`config.mk`:
```
export PLATFORM = sky130hd
export DESIGN_NAME = sys_bus_initiator
export DESIGN_NICKNAME = d
export VERILOG_FILES = /design/src/rtl/sys_bus_initiator.sv
export SDC_FILE = /design/constraint.sdc
export NUM_CORES = 1
export LEC_CHECK = 0
export ABC_CLOCK_PERIOD_IN_PS = 10400
export CORE_MARGIN = 4
export CORE_UTILIZATION = 63
export CTS_BUF_LIST = sky130_fd_sc_hd__clkbuf_4 sky130_fd_sc_hd__clkbuf_8 sky130_fd_sc_hd__clkbuf_16
export CTS_CLUSTER_SIZE = 25
export DETAILED_ROUTE_END_ITERATION = 8
export DONT_BUFFER_PORTS = 1
export GPL_TIMING_DRIVEN = 0
export PLACE_DENSITY = 0.79
export SKIP_CTS_REPAIR_TIMING = 1
export SYNTH_ARGS = -nofsm -noshare
export SYNTH_HDL_FRONTEND = slang
export SYNTH_SLANG_ARGS = --single-unit
```
`constraint.sdc`:
```
create_clock -name clk_i -period 10.4 [get_ports clk_i]
set_clock_uncertainty 0.15 [all_clocks]
set_input_delay 2.6 -clock clk_i [delete_from_list [all_inputs] [get_ports clk_i]]
set_output_delay 2.6 -clock clk_i [all_outputs]
set_load 0.02 [all_outputs]
```
`src/rtl/sys_bus_initiator.sv`:
```
// -----------------------------------------------------------------------------
// sys_bus_initiator
//
// Turns a valid/ready command port into single sys-bus read/write cycles and,
// when enabled, sweeps a small block of slave registers at a fixed interval,
// caching the words it reads.
//
// Ports
//   clk_i, rst_i         clock, asynchronous active-high reset
//   cmd_valid_i/ready_o  command handshake (accepted when both are high)
//   cmd_we_i             1 = write, 0 = read
//   cmd_addr_i/wdata_i   byte address and write data of the command
//   rsp_valid_o          one-cycle pulse when a command completes
//   rsp_rdata_o          read data (0 on write or timeout), held until next rsp
//   rsp_err_o/tout_o     responder error or timeout / timeout only
//   poll_en_i            enables the periodic sweep
//   poll_data_o          cached words, word i at bits [32i+31:32i]
//   poll_upd_o           one-cycle pulse at the end of each sweep
//   poll_err_o           last sweep saw an error or timeout
//   sys_addr_o/wdata_o   bus address and write data
//   sys_wen_o/ren_o      one-cycle write / read strobe
//   sys_rdata_i/err_i/ack_i  responder read data, error and acknowledge
// -----------------------------------------------------------------------------
module sys_bus_initiator #(
   parameter int unsigned TIMEOUT     = 255,
   parameter int unsigned POLL_PERIOD = 20000,
   parameter int unsigned POLL_NUM    = 3,
   parameter logic [31:0] POLL_BASE   = 32'h30
) (
   input  logic                     clk_i,
   input  logic                     rst_i,
   input  logic                     cmd_valid_i,
   output logic                     cmd_ready_o,
   input  logic                     cmd_we_i,
   input  logic [31:0]              cmd_addr_i,
   input  logic [31:0]              cmd_wdata_i,
   output logic                     rsp_valid_o,
   output logic [31:0]              rsp_rdata_o,
   output logic                     rsp_err_o,
   output logic                     rsp_tout_o,
   input  logic                     poll_en_i,
   output logic [POLL_NUM*32-1:0]   poll_data_o,
   output logic                     poll_upd_o,
   output logic                     poll_err_o,
   output logic [31:0]              sys_addr_o,
   output logic [31:0]              sys_wdata_o,
   output logic                     sys_wen_o,
   output logic                     sys_ren_o,
   input  logic [31:0]              sys_rdata_i,
   input  logic                     sys_err_i,
   input  logic                     sys_ack_i
);

   localparam int TW = $clog2(TIMEOUT + 1);
   localparam int PW = $clog2(POLL_PERIOD);
   localparam int KW = (POLL_NUM > 1) ? $clog2(POLL_NUM) : 1;

   typedef enum logic [1:0] {
      IDLE   = 2'd0,
      STROBE = 2'd1,
      WAIT   = 2'd2,
      DONE   = 2'd3
   } state_t;

   state_t          state;
   logic [TW-1:0]   tcnt;
   logic            we;
   logic            is_poll;
   logic            sweep_err;
   logic [KW-1:0]   idx;
   logic [PW-1:0]   poll_timer;
   logic            poll_pend;

   logic            accept;
   logic            sweep_start;
   logic            bus_resp;
   logic            tout_hit;
   logic            xfer_end;
   logic            res_err;
   logic [31:0]     res_rdata;
   logic            last_word;
   logic            slot_we;

   // cmd_ready_o is registered and tracks IDLE, so it also gates acceptance;
   // this keeps the handshake honest in the first cycle after reset.
   always_comb begin
      accept      = (state == IDLE) && cmd_ready_o && cmd_valid_i;
      sweep_start = (state == IDLE) && cmd_ready_o && !cmd_valid_i && poll_pend;
      bus_resp    = sys_ack_i || sys_err_i;
      // Counter value equals cycles elapsed since the strobe cycle.
      tout_hit    = (state == WAIT) && !bus_resp && (tcnt == TW'(TIMEOUT));
      xfer_end    = ((state == STROBE) || (state == WAIT)) && (bus_resp || tout_hit);
      res_err     = sys_err_i || tout_hit;
      res_rdata   = (we || tout_hit) ? 32'd0 : sys_rdata_i;
      last_word   = (idx == KW'(POLL_NUM - 1));
      slot_we     = xfer_end && is_poll && !res_err;
   end

   // Main transaction sequencer; every output it drives is registered so the
   // bus strobes are glitch-free and drop immediately on reset.
   always_ff @(posedge clk_i or posedge rst_i) begin
      if (rst_i) begin
         state       <= IDLE;
         tcnt        <= '0;
         we          <= 1'b0;
         is_poll     <= 1'b0;
         sweep_err   <= 1'b0;
         idx         <= '0;
         cmd_ready_o <= 1'b0;
         rsp_valid_o <= 1'b0;
         rsp_rdata_o <= '0;
         rsp_err_o   <= 1'b0;
         rsp_tout_o  <= 1'b0;
         poll_upd_o  <= 1'b0;
         poll_err_o  <= 1'b0;
         sys_addr_o  <= '0;
         sys_wdata_o <= '0;
         sys_wen_o   <= 1'b0;
         sys_ren_o   <= 1'b0;
      end else begin
         rsp_valid_o <= 1'b0;
         poll_upd_o  <= 1'b0;
         sys_wen_o   <= 1'b0;
         sys_ren_o   <= 1'b0;

         case (state)
            IDLE: begin
               if (accept) begin
                  sys_addr_o  <= cmd_addr_i;
                  sys_wdata_o <= cmd_wdata_i;
                  we          <= cmd_we_i;
                  is_poll     <= 1'b0;
                  sys_wen_o   <= cmd_we_i;
                  sys_ren_o   <= !cmd_we_i;
                  tcnt        <= '0;
                  cmd_ready_o <= 1'b0;
                  state       <= STROBE;
               end else if (sweep_start) begin
                  sys_addr_o  <= POLL_BASE;
                  sys_wdata_o <= '0;
                  we          <= 1'b0;
                  is_poll     <= 1'b1;
                  idx         <= '0;
                  sweep_err   <= 1'b0;
                  sys_ren_o   <= 1'b1;
                  tcnt        <= '0;
                  cmd_ready_o <= 1'b0;
                  state       <= STROBE;
               end else begin
                  cmd_ready_o <= 1'b1;
               end
            end

            STROBE, WAIT: begin
               if (xfer_end) begin
                  state <= DONE;
                  if (!is_poll) begin
                     rsp_valid_o <= 1'b1;
                     rsp_rdata_o <= res_rdata;
                     rsp_err_o   <= res_err;
                     rsp_tout_o  <= tout_hit;
                  end else begin
                     // Sweep results are published on entry to DONE so that
                     // poll_data_o is already current when poll_upd_o pulses.
                     sweep_err <= sweep_err || res_err;
                     if (last_word) begin
                        poll_upd_o <= 1'b1;
                        poll_err_o <= sweep_err || res_err;
                     end
                  end
               end else begin
                  tcnt  <= tcnt + TW'(1);
                  state <= WAIT;
               end
            end

            DONE: begin
               if (is_poll && !last_word) begin
                  // Sweep is atomic: go straight to the next word.
                  idx        <= idx + KW'(1);
                  sys_addr_o <= sys_addr_o + 32'd4;
                  sys_ren_o  <= 1'b1;
                  tcnt       <= '0;
                  state      <= STROBE;
               end else begin
                  cmd_ready_o <= 1'b1;
                  state       <= IDLE;
               end
            end

            default: begin
               state <= IDLE;
            end
         endcase
      end
   end

   // Poll interval timer. A wrap while a sweep is still pending leaves the
   // single pend flag set, so missed intervals never queue extra sweeps.
   always_ff @(posedge clk_i or posedge rst_i) begin
      if (rst_i) begin
         poll_timer <= '0;
         poll_pend  <= 1'b0;
      end else if (!poll_en_i) begin
         poll_timer <= '0;
         poll_pend  <= 1'b0;
      end else if (poll_timer == PW'(POLL_PERIOD - 1)) begin
         poll_timer <= '0;
         poll_pend  <= 1'b1;
      end else begin
         poll_timer <= poll_timer + PW'(1);
         if (sweep_start) begin
            poll_pend <= 1'b0;
         end
      end
   end

   // Poll cache: one register per word. A failed read leaves the old word.
   genvar gi;
   generate
      for (gi = 0; gi < POLL_NUM; gi++) begin : g_slot
         logic [31:0] word;

         always_ff @(posedge clk_i or posedge rst_i) begin
            if (rst_i) begin
               word <= '0;
            end else if (slot_we && (idx == KW'(gi))) begin
               word <= sys_rdata_i;
            end
         end

         assign poll_data_o[32*gi +: 32] = word;
      end
   endgenerate

endmodule
```
==> results.cfg <==
[run_status]
outcome = complete, no violations

[timing]
drv_slew = 0
whs_ps = 346
fmax_ghz = 0.237
post-route-period-util_pct = 40.6
grt_setup_unrepaired = false
setup_viol = 0
slew_headroom_pct = 42.7
finalHoldViolations = 0
tightest_slew_ps = 852
finalCriticalPeriod_ps = 4220

[final_layout]
area_growth_pct = 11.6
regArea_sq_um = 5780
fill_cells = 1044
finalInstanceArea_sq_um = 11000
final_layout_size_suffix_gt1_share_pct = 18.7
antenna_cells = 0
final_nets = 951
multi_input_comb_area_sq_um = 3790
final-instance-count-excl-fill = 1067

[synthesis]
async_flop_share_pct = 100
ys_seq_area_share_pct = 58.8
synth_top_cell_by_area = dfrtp_1
ys.flop_type = dfrtp_1
yosys-top-cells-area = dfrtp_1, mux2_2, a22o_1
synth_top_area_share_pct = 58.8
yosysWarnings = 0
synthDistinctLibCells = 62
synth-edff-count = 0
synth_nets = 924
syn_inst = 811
ys_ff_latch = 231
synth_area_sq_um = 9830
avgSynthCellArea_sq_um = 12.1

[setup_path]
crit_path_max_fanout = 10
cp.arrival_ps = 4520
worstPathRequired_ps = 10700
cp-end-kind = register
r2r_start = idx[0]$_DFFE_PP0P_
critPathKind = input pin to register
reg2reg_slack_ps = 7520
r2r_end = sys_addr_o[28]$_DFFE_PP0P_
critPathLaunchType = input pin
r2r_cells = 9

[floorplanning]
core_sq_um = 15300
rows = 45
die_h_microns = 133
dieArea_sq_um = 17700
io_pins = 303
initial_core_util_pct = 64.4
fp.dieW_microns = 133

[route]
drt_iter0_drc = 502
wl_microns = 25800
wl_per_cell_microns = 24.2
drtAntennaViolNets = 0
drcViolationCount = 0
num_vias = 7041
vias_per_cell = 6.60
firstDrtPassIters = 7

[clock_network]
cts_root_buf = clkbuf_16
clock_latency_ps = 510
clockBufferDepth = 3
clkSlewWorstSetupHoldPaths_ps = 60
cts_sinks = 231
htree_levels = 1
cts_tree = yes
numCtsBuffers = 24

[global_routing]
grt_usage_pct = 28.8
antenna_found_initial = 0
grt_pass1_wl_microns = 41000
grt_pass1_vias = 7368
grt_max_degree = 120
grt-ovfl-total = 0

[power_and_ir_drop]
power_uw = 4020
vdd_ir_drop_max_mv = 0.234
cellPowerDensity_nw_per_um2 = 366
power_leakage_uw = 0.00499

[placed_design]
dp_hpwl_microns = 18300
placed_area_sq_um = 10100
port_buffers = 0
gp_congestion = 0.957
dp_cells = 1023

[job]
max-cap-violations = 0

[hold_path]
worstHoldStart = poll_timer[0]$_DFF_PP0_
min_path_cells = 1
hp-class = register to register
whs_endpoint = poll_timer[0]$_DFF_PP0_
==> layer usage <==
metal	track usage, %	routed length (microns)	up-vias
met3	9.16	2520	81
met2	49.6	13100	376
met5	0	0	-
li1	-	-	3045
met1	34.1	9240	3539
met4	10.0	943	0
==> synth_stat cells, types with 5 or more instances <==
cell      number
inv_1         17
nand4_1       11
and4_1         5
dfrtp_1      231
nand2_1       52
nor3_1        16
ha_1          10
buf_2          7
and3_1        10
a31oi_1        7
buf_1         12
nor4_1        10
o21ai_0       25
o211ai_1       6
clkbuf_1      27
mux2_2        97
nor2_1        43
nand2b_1       5
nand3_1       31
xor2_1        12
a21oi_1       30
a22oi_1        7
a22o_1        67
==> flip-flops by register name, indices dropped and copies added (netlist names) <==
signal and flops:
poll_upd_o 1, poll_pend 1, rsp_err_o 1, idx 2
g_slot.word 96, sys_wdata_o 32, is_poll 1, cmd_ready_o 1
rsp_tout_o 1, rsp_rdata_o 32, poll_timer 15, tcnt 8
sweep_err 1, sys_ren_o 1, state 2, poll_err_o 1
sys_wen_o 1, we 1, sys_addr_o 32, rsp_valid_o 1
==> per-stage QoR <==
step	TNS [ps]	setup WS (ps)	util (%)
detailed placement	0	5730	66.4
global placement	-112450	-497	66.2
global route	0	6080	71.9
CTS	0	6270	71.9
floorplan	0	1320	-
finish	0	6180	71.9
==> report_power, final <==
part / leakage, uW / switching, uW / internal [uW] / total, uW
combinational: 0.00160 / 611 / 470 / 1080
sequential: 0.00297 / 783 / 1270 / 2050
clock: 0.000413 / 364 / 523 / 887
==> worst max-delay path by stage <==
stage                            from                           to  slack, ps  cells after the start
after floorplan                 rst_i      cmd_ready_o$_DFFE_PP0P_       1320                      1
after global placement          rst_i  rsp_rdata_o[18]$_DFFE_PP0P_       -500                      1
after detailed placement  cmd_valid_i   sys_addr_o[28]$_DFFE_PP0P_       5730                      6
after CTS                 cmd_valid_i   sys_addr_o[28]$_DFFE_PP0P_       6270                      6
after global routing      cmd_valid_i   sys_addr_o[31]$_DFFE_PP0P_       6080                      7
final                     cmd_valid_i   sys_addr_o[28]$_DFFE_PP0P_       6180                      6
==> placed cells by master, fill, tap and decap left out, drive strengths merged, types with 4 or more instances in the layout <==
cell type,Yosys,final
a31oi,7,7
dfrtp,231,231
a22o,67,67
a211oi,4,4
inv,17,19
and3,10,10
nand3,31,31
xor2,12,12
mux2,97,97
a221oi,4,4
nor2,43,43
clkinv,1,10
o211ai,6,6
and4,5,5
o21ai,28,28
a21o,4,4
buf,20,21
ha,10,10
nand4,12,12
nand2b,5,5
a22oi,7,7
xnor2,4,4
or4,4,4
a21oi,30,30
nor3,17,17
clkbuf,27,56
nand2,52,52
nor4,10,10
==> worst max-delay path: stages <==
cell      delay, ps
o21ai_1         440
a221o_1         310
buf_2           260
clkbuf_1        540
a22oi_1         240
nand2_1         130
==> kinds of logic (layout without fill, tap and decap cells) <==
kind of cell	after synthesis	count (layout)	share of synthesized area, %
adders and majority gates	10	10	1.27
and+or+nand+nor	201	201	10.3
xor gates and xnor gates	16	16	1.43
DFF	231	231	58.8
buffers and inverters	65	110	2.61
AOI/OAI and AO/OA	188	188	14.2
muxes	100	100	11.4
==> area by class of cell <==
class                   instances  share of cell area (%)
clock buffers                  29                    6.20
plain buffers                  47                    1.72
inverters                      18                   0.684
well taps                     211                    2.41
multi-input cells             515                    34.6
flip-flops and latches        231                    52.7
repair buffers                  1                   0.251
clock inverters                15                    1.46
Power figures use the tool's default switching activity.
